===== src/rtl/mul_seq_pkg.sv =====
// Shared definitions for the sequential 8x8 multiplier.
//   - Fixed widths of operands, multiplier slice and product.
//   - FSM state encoding. Value 2'd3 is unused and is treated as IDLE.
//   - Shift applied to each partial product, selected by the pass counter.
package mul_seq_pkg;

  localparam int OP_W    = 8;
  localparam int SLICE_W = 4;
  localparam int PROD_W  = 16;

  typedef enum logic [1:0] {
    ST_IDLE = 2'd0,
    ST_MUL  = 2'd1,
    ST_DONE = 2'd2
  } state_e;

  // Shift for each pass: lo*lo, hi*lo, lo*hi, hi*hi.
  localparam logic [3:0] SHIFT_S0 = 4'd0;
  localparam logic [3:0] SHIFT_S1 = 4'd4;
  localparam logic [3:0] SHIFT_S2 = 4'd4;
  localparam logic [3:0] SHIFT_S3 = 4'd8;

  function automatic logic [3:0] step_shift(input logic [1:0] step);
    logic [3:0] sh;
    case (step)
      2'd0:    sh = SHIFT_S0;
      2'd1:    sh = SHIFT_S1;
      2'd2:    sh = SHIFT_S2;
      default: sh = SHIFT_S3;
    endcase
    return sh;
  endfunction

endpackage


===== src/rtl/mul4x4_array.sv =====
// Combinational 4x4 unsigned array multiplier.
// The partial products are formed with AND gates. They are summed row by row
// through ripple chains of full adders.
// Ports:
//   x  in  4  multiplicand slice
//   y  in  4  multiplier slice
//   p  out 8  x*y
module mul4x4_array
  import mul_seq_pkg::*;
(
  input  logic [SLICE_W-1:0]   x,
  input  logic [SLICE_W-1:0]   y,
  output logic [2*SLICE_W-1:0] p
);

  logic [3:0] pp [4];
  logic [4:0] row;
  logic [3:0] s;
  logic       c;

  always_comb begin
    for (int i = 0; i < 4; i++) begin
      for (int j = 0; j < 4; j++) begin
        pp[i][j] = x[j] & y[i];
      end
    end
    p    = '0;
    s    = '0;
    c    = 1'b0;
    // row holds the running sum, already shifted right by the index of the
    // current row. Bit 0 of each row is a final product bit.
    row  = {1'b0, pp[0]};
    p[0] = row[0];
    for (int i = 1; i < 4; i++) begin
      c = 1'b0;
      for (int j = 0; j < 4; j++) begin
        s[j] = row[j+1] ^ pp[i][j] ^ c;
        c    = (row[j+1] & pp[i][j]) | (c & (row[j+1] ^ pp[i][j]));
      end
      row  = {c, s};
      p[i] = row[0];
    end
    p[7:4] = row[4:1];
  end

endmodule


===== src/rtl/mul8_seq_ctrl.sv =====
// Sequential unsigned 8x8 multiplier. It reuses one 4x4 array slice over four
// passes and shift-accumulates the partial products into a 16-bit result.
// Handshake: a transfer happens on a rising edge where valid & ready are both
// high. The producer keeps valid (and its data) stable until that edge.
// out_valid/product are registered. They stay stable until the transfer.
// Ports:
//   clk, rst_n      clock, synchronous active-low reset
//   ena             global enable; low freezes all state
//   in_valid/ready  operand handshake (a, b)
//   out_valid/ready product handshake (product)
//   busy            high while passes are in progress
module mul8_seq_ctrl
  import mul_seq_pkg::*;
(
  input  logic              clk,
  input  logic              rst_n,
  input  logic              ena,
  input  logic              in_valid,
  output logic              in_ready,
  input  logic [OP_W-1:0]   a,
  input  logic [OP_W-1:0]   b,
  output logic              out_valid,
  input  logic              out_ready,
  output logic [PROD_W-1:0] product,
  output logic              busy
);

  state_e            state_q, state_d;
  logic [1:0]        step_q, step_d;
  logic [OP_W-1:0]   a_q, a_d;
  logic [OP_W-1:0]   b_q, b_d;
  logic [PROD_W-1:0] acc_q, acc_d;
  logic [PROD_W-1:0] product_q, product_d;
  logic              out_valid_q, out_valid_d;

  logic              st_idle, st_mul, st_done;
  logic              accept;
  logic [3:0]        x_sl, y_sl;
  logic [7:0]        pp;
  logic [PROD_W-1:0] pp_shifted;
  logic [PROD_W-1:0] acc_sum;

  // The unused encoding 2'd3 behaves exactly like IDLE.
  assign st_mul  = (state_q == ST_MUL);
  assign st_done = (state_q == ST_DONE);
  assign st_idle = !st_mul && !st_done;

  assign in_ready  = ena & (st_idle | (st_done & out_ready));
  assign accept    = in_valid & in_ready;
  assign out_valid = out_valid_q;
  assign product   = product_q;
  assign busy      = st_mul;

  // Bit 0 of step selects the high nibble of a. Bit 1 selects the high nibble of b.
  assign x_sl = step_q[0] ? a_q[7:4] : a_q[3:0];
  assign y_sl = step_q[1] ? b_q[7:4] : b_q[3:0];

  mul4x4_array u_arr (
    .x (x_sl),
    .y (y_sl),
    .p (pp)
  );

  assign pp_shifted = {8'h00, pp} << step_shift(step_q);
  // The maximum total is 0xFE01, so the 16-bit sum never wraps.
  assign acc_sum    = acc_q + pp_shifted;

  always_comb begin
    state_d     = state_q;
    step_d      = step_q;
    a_d         = a_q;
    b_d         = b_q;
    acc_d       = acc_q;
    product_d   = product_q;
    out_valid_d = out_valid_q;
    if (ena) begin
      case (state_q)
        ST_MUL: begin
          acc_d  = acc_sum;
          step_d = step_q + 2'd1;
          if (step_q == 2'd3) begin
            product_d   = acc_sum;
            out_valid_d = 1'b1;
            state_d     = ST_DONE;
          end
        end
        ST_DONE: begin
          if (out_ready) begin
            out_valid_d = 1'b0;
            state_d     = ST_IDLE;
          end
        end
        default: begin
          state_d = ST_IDLE;
        end
      endcase
      // An accept overrides the moves above. From DONE, it also consumes the product.
      if (accept) begin
        a_d     = a;
        b_d     = b;
        acc_d   = '0;
        step_d  = 2'd0;
        state_d = ST_MUL;
      end
    end
  end

  always_ff @(posedge clk) begin
    if (!rst_n) begin
      state_q     <= ST_IDLE;
      step_q      <= 2'd0;
      a_q         <= '0;
      b_q         <= '0;
      acc_q       <= '0;
      product_q   <= '0;
      out_valid_q <= 1'b0;
    end else begin
      state_q     <= state_d;
      step_q      <= step_d;
      a_q         <= a_d;
      b_q         <= b_d;
      acc_q       <= acc_d;
      product_q   <= product_d;
      out_valid_q <= out_valid_d;
    end
  end

endmodule


===== config.mk =====
export PLATFORM = sky130hd
export DESIGN_NAME = mul8_seq_ctrl
export DESIGN_NICKNAME = d
export VERILOG_FILES = /design/src/rtl/mul_seq_pkg.sv /design/src/rtl/mul4x4_array.sv /design/src/rtl/mul8_seq_ctrl.sv
export SDC_FILE = /design/constraint.sdc
export NUM_CORES = 1
export LEC_CHECK = 0
export ABC_CLOCK_PERIOD_IN_PS = 7900
export BUFFER_PORTS_ARGS = -buffer_cell sky130_fd_sc_hd__buf_4
export CAP_MARGIN = 10
export CELL_PAD_IN_SITES_DETAIL_PLACEMENT = 0
export CELL_PAD_IN_SITES_GLOBAL_PLACEMENT = 1
export CORE_MARGIN = 4
export CORE_UTILIZATION = 44
export DETAILED_ROUTE_END_ITERATION = 6
export GPL_TIMING_DRIVEN = 1
export HOLD_SLACK_MARGIN = 0.03
export PLACE_DENSITY_LB_ADDON = 0.12
export SLEW_MARGIN = 20
export SYNTH_ARGS = -nofsm -noshare
export SYNTH_HDL_FRONTEND = slang
export SYNTH_SLANG_ARGS = --single-unit

===== constraint.sdc =====
create_clock -name clk -period 7.9 [get_ports clk]
set_input_delay 1.58 -clock clk [delete_from_list [all_inputs] [get_ports clk]]
set_output_delay 1.58 -clock clk [all_outputs]
set_load 0.005 [all_outputs]

### Word-level counts from Yosys, hierarchy flattened

Index checks and enable logic that the tools add are counted.

* register bits after elaboration: 53
* output and inout bits: 19
* input port bits: 21

* reductions and logical operators: 12
* bitwise gates (word level): 68
* eq/ne operators: 9
* shift operators: 1
* $add $sub $neg: 2
* muxes and demuxes: 14

Operator list (number)
* $and A1 B1 Y1: 39
* $mux W16: 2
* $xor A1 B1 Y1: 20
* $add A16 B16 Y16: 1
* $shl A8 B4 Y16: 1
* $mux W2: 5
* $or A1 B1 Y1: 9
* $mux W4: 2
* $pmux W4 S2: 1
* $eq A2 B2 Y1 const B: 3
* $reduce_and A3 Y1: 2
* $eq A2 B1 Y1 const B: 2
* $pmux W2 S2: 1
* $reduce_and A2 Y1: 2
* $reduce_and A4 Y1: 1
* $reduce_bool A2 Y1: 2
* $ne A3 B1 Y1 const B: 1
* $ne A3 B2 Y1 const B: 1
* $add A2 B1 Y2 const B: 1
* $logic_not A1 Y1: 2
* $logic_not A2 Y1: 1
* $mux W1: 2
* $ne A2 B1 Y1 const B: 1
* $ne A2 B2 Y1 const B: 1
* other kinds (3): 3

### Longest topological paths before layout

Gate-level depths: netlist (run 1).

* depth in word-level cells: 21
* depth in mapped cells: 26
* depth with buffers taken out: 25

### Hierarchy

A second synthesis (run 1) with hierarchy kept.

* cell total of the unflattened synthesis: 386
* area total of the unflattened synthesis: 3220.6 um^2

Modules (own cells, without submodules)
* mul8_seq_ctrl: cells each 345, area each 2875.3 um^2, instances 1
* mul4x4_array: cells each 41, area each 345.3 um^2, instances 1

### Worst setup path after synthesis (run 1)

Ideal clock, no wire load.

* kind: reg2reg
* start point: reg step_q[0]
* end point: reg acc_q[13]
* path slack: 2.007 ns
* period minus slack after synthesis: 5.893 ns
* arrival: 5.773 ns
* path buffers: 1
* cell stages (with the launch flop): 23
* cell sequence: dfxtp_1 clkbuf_1 mux2i_1 nor2_1 ha_1 fa_1 inv_1 fa_1 fa_1 inv_1 fa_1 fa_1 fa_1 inv_1 fa_1 nand2b_1 and3_1 ha_1 and3_1 a221o_1 a311oi_4 xor2_1 o21ai_1

* word-level cells in the longest chain between the ends: 21
* elaborated cells on any way between the ends: 74
* those cells by class: 1 x add/sub; 2 x eq/ne; 1 x shift; 4 x mux; 64 x bitwise; 2 x reduce/logical

RTL lines
* start, declared: RTL line mul8_seq_ctrl.sv:29 `logic [1:0] step_q, step_d;`
* start signal, assigned: RTL line mul8_seq_ctrl.sv:119 `step_q <= step_d;`
* $mux W4: RTL line mul8_seq_ctrl.sv:55 `assign x_sl = step_q[0] ? a_q[7:4] : a_q[3:0];`
* $and A1 B1 Y1: RTL line mul4x4_array.sv:24 `pp[i][j] = x[j] & y[i];`
* $and A1 B1 Y1 or $xor A1 B1 Y1 (tied branches): RTL line mul4x4_array.sv:38, mul4x4_array.sv:37
* $and A1 B1 Y1: RTL line mul4x4_array.sv:38 `c = (row[j+1] & pp[i][j]) | (c & (row[j+1] ^ pp[i][j]));`
* $or A1 B1 Y1: RTL line mul4x4_array.sv:38
* $and A1 B1 Y1 or $xor A1 B1 Y1 (tied branches): RTL line mul4x4_array.sv:38, mul4x4_array.sv:37
* $or A1 B1 Y1 or $xor A1 B1 Y1 (tied branches): RTL line mul4x4_array.sv:38, mul4x4_array.sv:37
* $xor A1 B1 Y1 or $and A1 B1 Y1 (tied branches): RTL line mul4x4_array.sv:37, mul4x4_array.sv:38
* [... 5 more ...]
* $and A1 B1 Y1: RTL line mul4x4_array.sv:38
* $or A1 B1 Y1: RTL line mul4x4_array.sv:38
* $and A1 B1 Y1: RTL line mul4x4_array.sv:38
* $or A1 B1 Y1: RTL line mul4x4_array.sv:38
* $shl A8 B4 Y16 (*): RTL line mul8_seq_ctrl.sv:64 `assign pp_shifted = {8'h00, pp} << step_shift(step_q);`
* $add A16 B16 Y16 (*): RTL line mul8_seq_ctrl.sv:66 `assign acc_sum = acc_q + pp_shifted;`
* $mux W16 (*): RTL line mul8_seq_ctrl.sv:77 `case (state_q)`
* $mux W16 (*): RTL line mul8_seq_ctrl.sv:98 `if (accept) begin`
* end signal, assigned: RTL line mul8_seq_ctrl.sv:114 `acc_q <= '0;`
* end signal, assigned: RTL line mul8_seq_ctrl.sv:122 `acc_q <= acc_d;`
* end, declared: RTL line mul8_seq_ctrl.sv:32 `logic [PROD_W-1:0] acc_q, acc_d;`

Every way passes the cells marked *; elsewhere a longest branch is shown, timed or not. The select of a mux whose other input is x is not followed.
A chain may end at the register's enable or synchronous reset.

### Worst setup path after layout (run 1)

* start point: reg step_q[0]
* end point: reg acc_q[15]

The elaborated chain is that of the path after synthesis.

==> results.sh, run 1 <==
export IMPL_status="finished, final reports clean"
export IMPL_p_leak_uw=0.00155
export IMPL_routed_via_count=2736
export IMPL_clock_tree_from_tritoncts="built"
export IMPL_antenna_violations_before_repair=0
export IMPL_cp_common_cell="fa_1"
export IMPL_tritoncts_num_sinks=53
export IMPL_p_seq_frac=0.527
export IMPL_drt_first_iter_violations=160
export IMPL_htreeDepth=2
export IMPL_cts_hold_fix_buffers=0
export IMPL_synthDistinctLibCells=55
export IMPL_worstHoldPathType="register to register"
export IMPL_routed_wire_length_per_instance_um=14.9
export IMPL_cts_clk_slew_worst_paths_ns=0.10
export IMPL_seq_area_um2=1060
export IMPL_n_fill_cell=749
export IMPL_synthesis_nets=444
export IMPL_post_cts_resized_instances=0
export IMPL_post_synth_instance_area_um2=3310
export IMPL_grt_first_pass_wirelength_mm=13.1
export IMPL_crit_path_cell_trace="mux2i_1 > nor2_1 > ha_1 > fa_1 > inv_1 > fa_1 > fa_1 > inv_1 > fa_1 > fa_1 > fa_1 > inv_1 > fa_1 > nand2b_1 > and3_1 > ha_1 > and3_1 > a221oi_2 > o21ai_1 > xnor2_1 > a32o_1"
export IMPL_cp_data_arrival_time_ns=6.55
export IMPL_fmax_mhz=158
export IMPL_io_pins=40
export IMPL_timing_critical_path_buf_inv=3
export IMPL_placement_rows=31
export IMPL_rrSetupSlack_ns=1.56
export IMPL_multi_input_gate_area_um2=2090
export IMPL_report_final_slew_viol_count=0
export IMPL_warnings_synthesis=0
export IMPL_core_um2=7290
export IMPL_critical_path_top_delay_family="adder cells"
export IMPL_die_height_um=94.7
export IMPL_ctsRootBufferMaster="clkbuf_8"
export IMPL_drt_first_pass_iters=4
export IMPL_gp_congestion=0.908
export IMPL_via_count_of_the_first_global_routing_pass=2619
export IMPL_globalRoute_totalOverflow=0
export IMPL_antenna_left=0
export IMPL_grt_usage=0.187
export IMPL_ys_ff_latch=53
export IMPL_cell_internal_pwr_uw=396
export IMPL_max_cap_viol_count=0
export IMPL_power_density_nw_per_um2=138
export IMPL_period_minus_slack_ns=6.34
export IMPL_post_synth_inst_count=394
export IMPL_swShare=0.242
export IMPL_cts_post_setup_buffers_inserted=0
export IMPL_max_fanout_on_critical_path=7
export IMPL_drt_wl_total_mm=7.76
export IMPL_syn_to_final_growth_pct=14.1
export IMPL_timing_critical_path_slowest_stage_cell="dfxtp_1"
export IMPL_layout_drive_gt1_share=0.152
export IMPL_fin_nets=471
export IMPL_port_buffers=39
export IMPL_tightestPinTransition_ns=0.805
export IMPL_critical_path_endpoint_type="register"
export IMPL_fin_crit_sh=0.803
export IMPL_setup_total_negative_slack_ns=0
export IMPL_avgSynthCellArea_um2=8.40
export IMPL_clk_latency_ns=0.31
export IMPL_placed_area_um2=3650
export IMPL_detail_route_vias_per_cell=5.25
export IMPL_worstPathRequired_ns=8.11
export IMPL_start_kind="register"
export IMPL_synth_ff_type="dfxtp_1"
export IMPL_worst_slew_margin_rel=0.463
export IMPL_vdd_drop_max_v=0.0000598
export IMPL_post_synth_top_area_fraction=0.321
export IMPL_n_antenna_cell=0
export IMPL_synthDominantAreaCellType="dfxtp_1"
export IMPL_clock_power_share=0.378
export IMPL_synth_top_cells_by_area="dfxtp_1, nand2_1, ha_1"
export IMPL_cts_buffer_depth=2
export IMPL_power_combinational_fraction=0.094
export IMPL_die_area_um2=8970
export IMPL_largest_net_degree_at_the_start_of_global_routing=57
export IMPL_critPathKind="register to register"
export IMPL_critical_path_max_stage_delay_ns=0.52
export IMPL_cts_buffers_inserted=5
export IMPL_synth_edf_count=0
export IMPL_power_switching_uw=126
export IMPL_synth_seq_area_share=0.321
export IMPL_drc_errors=0
export IMPL_final_setup_viol_count=0
export IMPL_post_route_cell_area_um2=3770
export IMPL_fin_worst_skew_ns=0.00649
export IMPL_effective_utilization_at_floorplan=0.454
export IMPL_final_core_util=0.518
export IMPL_dieWidth_um=94.7
export IMPL_place_detailed_hpwl_mm=5.85
export IMPL_timing_final_hold_violations=0
export IMPL_unrepaired_setup_endpoints_after_global_routing="false"
export IMPL_ys_async_sr_fraction=0
registers in the layout, indices dropped and copies added, names as in the netlist:
register / flops
a_q: 8
out_valid: 1
b_q: 8
product: 16
state_q: 2
step_q: 2
acc_q: 16
kinds of logic (layout without fill, tap and decap cells):
| family | count (synthesis) | count (layout) | synth area share |
|---|---|---|---|
| AOI/OAI and AO/OA | 95 | 95 | 0.214 |
| xor gates and xnor gates | 13 | 13 | 0.0344 |
| muxes | 11 | 11 | 0.0336 |
| DFF | 53 | 53 | 0.321 |
| adders and majority gates | 29 | 29 | 0.130 |
| and+or+nand+nor | 154 | 154 | 0.220 |
| buffers and inverters | 39 | 67 | 0.0480 |
cell usage after synthesis, types with 2 or more instances:
master and number:
a211oi_1 2, a21boi_0 24, a21o_1 4, a21oi_1 12, a221oi_2 2, a22o_1 2, a32oi_1 7, and2_1 6
and3_1 5, buf_2 9, clkbuf_1 10, dfxtp_1 53, fa_1 9, ha_1 20, inv_1 18, mux2i_1 10
nand2_1 74, nand2b_1 4, nand3_1 9, nand3b_1 4, nand4_1 3, nor2_1 21, nor2b_1 12, nor3_1 5
nor3b_1 2, o211a_1 2, o211ai_1 2, o21a_1 3, o21ai_0 14, o21ai_1 6, o221ai_1 3, or2_2 3
xnor2_1 7, xor2_1 6
metal layers:
metal,GRT usage,part of all wire,up-vias
met5,0,0,-
met4,0.0469,0.011,0
met3,0.0303,0.029,6
met2,0.292,0.46,30
met1,0.267,0.50,1276
li1,-,-,1424
final timing paths:
kind         startpoint        end  cells after the start
max           step_q[0]  acc_q[15]                     21
min           acc_q[13]  acc_q[13]                      2
max reg2reg   step_q[0]  acc_q[15]                     21
min reg2reg   acc_q[13]  acc_q[13]                      2
cell type report:
type                    instances  area share
clock inverters                 2     0.00994
clock buffers                   6      0.0219
well taps                      99      0.0328
inverters                      18      0.0179
flip-flops and latches         53       0.281
multi-input cells             302       0.555
repair buffers                 41      0.0815
power groups by stage:
stage	registers, uW	clock network [uW]	logic, uW
4_1_cts	275	204	49.6
5_1_grt	276	213	54.8
2_1_floorplan	280	0	32.7
6_report	275	198	49.2
3_3_place_gp	282	0	48.7
3_5_place_dp	281	0	49.4
tightest hold or removal path, cell delays in order, from the launching register on:
cell and delay, ns:
dfxtp_1 0.33, nand2_1 0.05, o21ai_1 0.05
metrics by stage:
step | instances | total power [uW] | hold WS, ns | setup slack (ns)
6_report | 521 | 522 | 0.459 | 1.56
4_1_cts | 521 | 529 | 0.464 | 1.60
3_3_place_gp | 513 | 330 | 0.445 | 1.83
3_5_place_dp | 513 | 331 | 0.450 | 1.65
2_1_floorplan | 394 | 313 | 0.432 | 2.01
5_1_grt | 521 | 544 | 0.477 | 1.25
cells in the final DEF (no fill, tap or decap), types with 3 or more instances in the layout:
master,Yosys,layout
dfxtp_1,53,53
xor2_1,6,6
nand2b_1,4,4
a21boi_0,24,24
and2_1,6,6
a21oi_1,12,12
o21ai_1,6,6
nand2_1,74,74
or2_2,3,3
nand4_1,3,3
buf_4,0,41
a21o_1,4,4
ha_1,20,20
and3_1,5,5
inv_1,18,18
o221ai_1,3,3
nor2_1,21,21
nor3_1,5,4
xnor2_1,7,7
mux2i_1,10,10
clkbuf_8,0,6
nand3_1,9,9
nand3b_1,4,4
nor2b_1,12,12
o21ai_0,14,14
o21a_1,3,3
a32oi_1,7,7
fa_1,9,9
No activity file was read; power rests on OpenSTA's default activity.
==> run 2, diff against run 1 <==
--- a/config.mk
+++ b/config.mk
@@ -5,7 +5,7 @@
 export SDC_FILE = /design/constraint.sdc
 export NUM_CORES = 1
 export LEC_CHECK = 0
-export ABC_CLOCK_PERIOD_IN_PS = 7900
+export ABC_CLOCK_PERIOD_IN_PS = 6500
 export BUFFER_PORTS_ARGS = -buffer_cell sky130_fd_sc_hd__buf_4
 export CAP_MARGIN = 10
 export CELL_PAD_IN_SITES_DETAIL_PLACEMENT = 0
==> constraint.sdc (replaced) <==
create_clock -name clk -period 6.5 [get_ports clk]
set_input_delay 1.3 -clock clk [delete_from_list [all_inputs] [get_ports clk]]
set_output_delay 1.3 -clock clk [all_outputs]
set_load 0.005 [all_outputs]
==> results.sh, run 2 (synthesized netlist as in run 1, its figures left out) <==
export IMPL_highest_count_cells_in_the_layout_ignoring_fill_and_taps="nand2_1, dfxtp_1, buf_4, a21boi_0, nor2_1"
export IMPL_setup_total_negative_slack_ns=0
export IMPL_core_um2=7290
export IMPL_antenna_left=0
export IMPL_dieWidth_um=94.7
export IMPL_groute_layer_met1_usage=0.264
export IMPL_effective_utilization_at_floorplan=0.454
export IMPL_final_setup_viol_count=0
export IMPL_post_place_cells=514
export IMPL_report_final_slew_viol_count=0
export IMPL_cts_post_setup_buffers_inserted=0
export IMPL_grt_busiest_layer="met2"
export IMPL_cts_hold_fix_buffers=0
export IMPL_grt_usage=0.188
export IMPL_drt_wl_total_mm=7.92
export IMPL_gp_congestion=0.909
export IMPL_timing_final_hold_violations=0
export IMPL_drt_first_pass_iters=4
export IMPL_largest_net_degree_at_the_start_of_global_routing=57
export IMPL_routed_wire_length_per_instance_um=15.2
export IMPL_tritoncts_num_sinks=53
export IMPL_global_route_usage_met2=0.299
export IMPL_detail_route_vias_per_cell=5.29
export IMPL_layout_cells_most_common="nand2_1"
export IMPL_power_density_nw_per_um2=160
export IMPL_postLayoutSetupSlackWorst_ns=0.395
export IMPL_regToRegStartpoint="step_q[0]"
export IMPL_io_pins=40
export IMPL_grtUsageMet3=0.0287
export IMPL_worstHoldPathType="register to register"
export IMPL_fmax_mhz=164
export IMPL_detailedPlace_worstSlack_ns=0.296
export IMPL_die_height_um=94.7
export IMPL_cp_data_arrival_time_ns=6.31
export IMPL_status="finished, final reports clean"
export IMPL_clk_latency_ns=0.32
export IMPL_regToRegEndpoint="acc_q[11]"
export IMPL_fin_nets=472
export IMPL_htreeDepth=2
export IMPL_worst_slew_margin_rel=0.442
export IMPL_max_fanout_on_critical_path=7
export IMPL_fin_worst_skew_ns=0.0136
export IMPL_fin_crit_sh=0.939
export IMPL_drc_errors=0
export IMPL_placement_rows=31
export IMPL_vdd_drop_max_v=0.000100
export IMPL_placed_area_um2=3660
export IMPL_cts_buffer_depth=2
export IMPL_finalNonFillerCells=522
export IMPL_die_area_um2=8970
export IMPL_post_route_cell_area_um2=3780
export IMPL_critPathCapture="acc_q[11]"
export IMPL_rrSetupSlack_ns=0.39
export IMPL_n_antenna_cell=0
export IMPL_period_minus_slack_ns=6.11
export IMPL_cts_clk_slew_worst_paths_ns=0.10
export IMPL_clock_tree_from_tritoncts="built"
export IMPL_max_cap_viol_count=0
export IMPL_unrepaired_setup_endpoints_after_global_routing="false"
export IMPL_p_leak_uw=0.00156
export IMPL_rr_worst_depth=21
export IMPL_via_count_of_the_first_global_routing_pass=2645
export IMPL_grt_first_pass_wirelength_mm=13.2
export IMPL_ctsRootBufferMaster="clkbuf_8"
export IMPL_start_kind="register"
export IMPL_globalRoute_totalOverflow=0
export IMPL_critical_path_endpoint_type="register"
export IMPL_drt_first_iter_violations=79
export IMPL_antenna_violations_before_repair=0
export IMPL_worstPathRequired_ns=6.70
export IMPL_n_fill_cell=769
export IMPL_place_detailed_hpwl_mm=5.97
export IMPL_tightestPinTransition_ns=0.837
export IMPL_critPathLaunch="step_q[0]"
export IMPL_port_buffers=39
export IMPL_layout_drive_gt1_share=0.165
export IMPL_critPathKind="register to register"
export IMPL_cts_buffers_inserted=5
export IMPL_syn_to_final_growth_pct=14.1
export IMPL_routed_via_count=2759
## run 2: cell types whose count changed in the layout (fill, tap and decap cells not counted), sizes merged
cell	previous run	this run
clkinv	0	1
bufinv	1	0
clkinvlp	1	0
buf	41	42
inv	18	19
## run 2: layout make-up
type                    instances  area [um2]  area share
clock inverters                 2        17.5     0.00464
flip-flops and latches         53        1060       0.282
multi-input cells             302        2110       0.558
clock buffers                   6        82.6      0.0219
well taps                      99         124      0.0328
inverters                      18        67.6      0.0179
repair buffers                 42         315      0.0835
## run 2: metal layers
| layer | up-vias | part of all wire |
|---|---|---|
| li1 | 1419 | - |
| met1 | 1302 | 0.50 |
| met2 | 30 | 0.46 |
| met3 | 8 | 0.022 |
| met4 | 0 | 0.012 |
| met5 | - | 0 |
## run 2: what timing repair did
| action | CTS | global route |
|---|---|---|
| resized for setup | 0 | 5 |
| endpoints found under the hold margin | 0 | 0 |
| endpoints found under the setup margin | 0 | 7 |
## run 2: report_power, final
part	total, uW	switching (uW)	internal [uW]
combinational	60.1	34.4	25.7
clock	208	119	88.7
sequential	335	4.80	330
total	603	159	445
## run 2: through the flow
stage	total power [uW]	hold WS (ns)	utilization
global placement	401	0.446	0.502
global route	631	0.501	0.518
CTS	608	0.474	0.516
floorplan	380	0.432	-
finish	603	0.470	0.518
detailed placement	402	0.458	0.502
## run 2: worst max-delay path: stages, from the launching register on
cell and delay [ns]:
dfxtp_2 0.44, mux2i_1 0.34, nor2_1 0.09, ha_1 0.21
fa_1 0.35, inv_1 0.07, fa_1 0.43, fa_1 0.43
inv_1 0.08, fa_1 0.44, fa_1 0.47, fa_1 0.38
inv_1 0.07, fa_1 0.42, nand2b_1 0.10, and3_1 0.17
ha_1 0.29, and3_1 0.23, a221o_1 0.42, a21oi_1 0.30
xor2_1 0.18, o21ai_0 0.08
## run 2: how the worst min path moves through the flow
stage | from | end | slack [ns] | cells past startpoint
after detailed placement | a_q[0] | a_q[0] | 0.46 | 2
final | acc_q[13] | acc_q[13] | 0.47 | 2
after CTS | a_q[0] | a_q[0] | 0.47 | 2
after global routing | a_q[3] | a_q[3] | 0.50 | 2
after global placement | acc_q[13] | acc_q[13] | 0.45 | 2
after floorplan | acc_q[10] | acc_q[10] | 0.43 | 2
==> run 3, diff against run 2 <==
--- a/config.mk
+++ b/config.mk
@@ -6,17 +6,17 @@
 export NUM_CORES = 1
 export LEC_CHECK = 0
 export ABC_CLOCK_PERIOD_IN_PS = 6500
-export BUFFER_PORTS_ARGS = -buffer_cell sky130_fd_sc_hd__buf_4
 export CAP_MARGIN = 10
 export CELL_PAD_IN_SITES_DETAIL_PLACEMENT = 0
 export CELL_PAD_IN_SITES_GLOBAL_PLACEMENT = 1
 export CORE_MARGIN = 4
-export CORE_UTILIZATION = 44
+export CORE_UTILIZATION = 48
 export DETAILED_ROUTE_END_ITERATION = 6
+export DONT_BUFFER_PORTS = 1
 export GPL_TIMING_DRIVEN = 1
 export HOLD_SLACK_MARGIN = 0.03
 export PLACE_DENSITY_LB_ADDON = 0.12
-export SLEW_MARGIN = 20
+export SLEW_MARGIN = 30
 export SYNTH_ARGS = -nofsm -noshare
 export SYNTH_HDL_FRONTEND = slang
 export SYNTH_SLANG_ARGS = --single-unit
==> results.sh, run 3 (synthesized netlist as in run 1, its figures left out) <==
export IMPL_highest_count_cells_in_the_layout_ignoring_fill_and_taps="nand2_1, dfxtp_1, a21boi_0, nor2_1, ha_1"
export IMPL_worstHoldPathType="register to register"
export IMPL_max_cap_viol_count=0
export IMPL_n_fill_cell=659
export IMPL_worstPathRequired_ns=6.71
export IMPL_clock_tree_from_tritoncts="built"
export IMPL_timing_critical_path_slowest_stage_cell="dfxtp_2"
export IMPL_period_minus_slack_ns=6.17
export IMPL_post_place_cells=452
export IMPL_critical_path_top_delay_family="adder cells"
export IMPL_power_density_nw_per_um2=166
export IMPL_critical_path_endpoint_type="register"
export IMPL_grt_first_pass_wirelength_mm=12.9
export IMPL_drt_first_iter_violations=198
export IMPL_critPathKind="register to register"
export IMPL_crit_path_cell_trace="mux2i_1 > nor2_1 > ha_1 > fa_1 > inv_1 > fa_1 > fa_1 > inv_1 > fa_1 > fa_1 > fa_1 > inv_1 > fa_1 > nand2b_1 > and3_1 > ha_1 > and3_1 > a221oi_2 > o21ai_1 > xnor2_1 > a32o_1"
export IMPL_cts_hold_fix_buffers=0
export IMPL_setup_total_negative_slack_ns=0
export IMPL_tightestPinTransition_ns=0.868
export IMPL_cts_buffer_depth=2
export IMPL_routed_wire_length_per_instance_um=16.9
export IMPL_tritoncts_num_sinks=53
export IMPL_worst_slew_margin_rel=0.421
export IMPL_cts_post_setup_buffers_inserted=0
export IMPL_via_count_of_the_first_global_routing_pass=2490
export IMPL_vdd_drop_max_v=0.0000841
export IMPL_dieWidth_um=91.0
export IMPL_p_leak_uw=0.00134
export IMPL_post_cts_resized_instances=0
export IMPL_post_route_cell_area_um2=3430
export IMPL_timing_final_hold_violations=0
export IMPL_fin_crit_sh=0.949
export IMPL_n_antenna_cell=0
export IMPL_grt_usage=0.188
export IMPL_cp_data_arrival_time_ns=6.38
export IMPL_die_area_um2=8290
export IMPL_drt_wl_total_mm=7.75
export IMPL_cts_clk_slew_worst_paths_ns=0.10
export IMPL_ctsRootBufferMaster="clkbuf_8"
export IMPL_report_final_slew_viol_count=0
export IMPL_timing_critical_path_buf_inv=3
export IMPL_effective_utilization_at_floorplan=0.507
export IMPL_status="finished, final reports clean"
export IMPL_gp_congestion=0.806
export IMPL_globalRoute_totalOverflow=0
export IMPL_die_height_um=91.0
export IMPL_placement_rows=29
export IMPL_layout_drive_gt1_share=0.0731
export IMPL_clk_latency_ns=0.31
export IMPL_finalNonFillerCells=460
export IMPL_core_um2=6530
export IMPL_antenna_left=0
export IMPL_drt_first_pass_iters=4
export IMPL_place_detailed_hpwl_mm=5.68
export IMPL_htreeDepth=2
export IMPL_detail_route_vias_per_cell=5.75
export IMPL_placed_area_um2=3330
export IMPL_unrepaired_setup_endpoints_after_global_routing="false"
export IMPL_io_pins=40
export IMPL_fin_worst_skew_ns=0.00899
export IMPL_fmax_mhz=162
export IMPL_drc_errors=0
export IMPL_routed_via_count=2645
export IMPL_largest_net_degree_at_the_start_of_global_routing=57
export IMPL_port_buffers=0
export IMPL_critical_path_max_stage_delay_ns=0.46
export IMPL_cp_common_cell="fa_1"
export IMPL_detailedPlace_worstSlack_ns=0.256
export IMPL_syn_to_final_growth_pct=3.71
export IMPL_start_kind="register"
export IMPL_cts_buffers_inserted=5
export IMPL_postLayoutSetupSlackWorst_ns=0.332
export IMPL_pwr_total_uw=571
export IMPL_max_fanout_on_critical_path=7
export IMPL_fin_nets=432
export IMPL_antenna_violations_before_repair=0
export IMPL_layout_cells_most_common="nand2_1"
export IMPL_final_setup_viol_count=0
## run 3: tightest hold or removal path, stage by stage (launching register included)
cell and delay (ns):
dfxtp_1 0.33, nand2_1 0.05, o21ai_1 0.05
## run 3: where the power goes
group          switching, uW  internal, uW
clock                    115          76.7
sequential              5.18           330
combinational           26.6          17.2
total                    147           424
## run 3: final timing paths
| path | slack (ns) | endpoint | from | cells after the start |
|---|---|---|---|---|
| max | 0.33 | acc_q[15] | step_q[0] | 21 |
| min | 0.46 | acc_q[13] | acc_q[13] | 2 |
| max reg2reg | 0.33 | acc_q[15] | step_q[0] | 21 |
| min reg2reg | 0.46 | acc_q[13] | acc_q[13] | 2 |
## run 3: per-layer routing
| layer | wire (um) | global-route usage | part of all wire |
|---|---|---|---|
| met4 | 51 | 0.0339 | 0.0066 |
| met3 | 321 | 0.0322 | 0.041 |
| met1 | 3810 | 0.270 | 0.49 |
| met5 | 0 | 0 | 0 |
| met2 | 3580 | 0.299 | 0.46 |
## run 3: metrics by stage
| stage | hold slack [ns] | util |
|---|---|---|
| 2_1_floorplan | 0.432 | - |
| 3_3_place_gp | 0.446 | 0.511 |
| 3_5_place_dp | 0.454 | 0.511 |
| 4_1_cts | 0.471 | 0.523 |
| 5_1_grt | 0.492 | 0.525 |
| 6_report | 0.463 | 0.525 |
## run 3: layout make-up
class	count	area, um2	area share
tap	77	96.3	0.0281
clock buffer	7	76.3	0.0222
clock inverter	1	7.51	0.00219
multi-input combinational	302	2110	0.614
inverter	18	67.6	0.0197
sequential	53	1060	0.310
timing repair buffer	2	15.0	0.00437
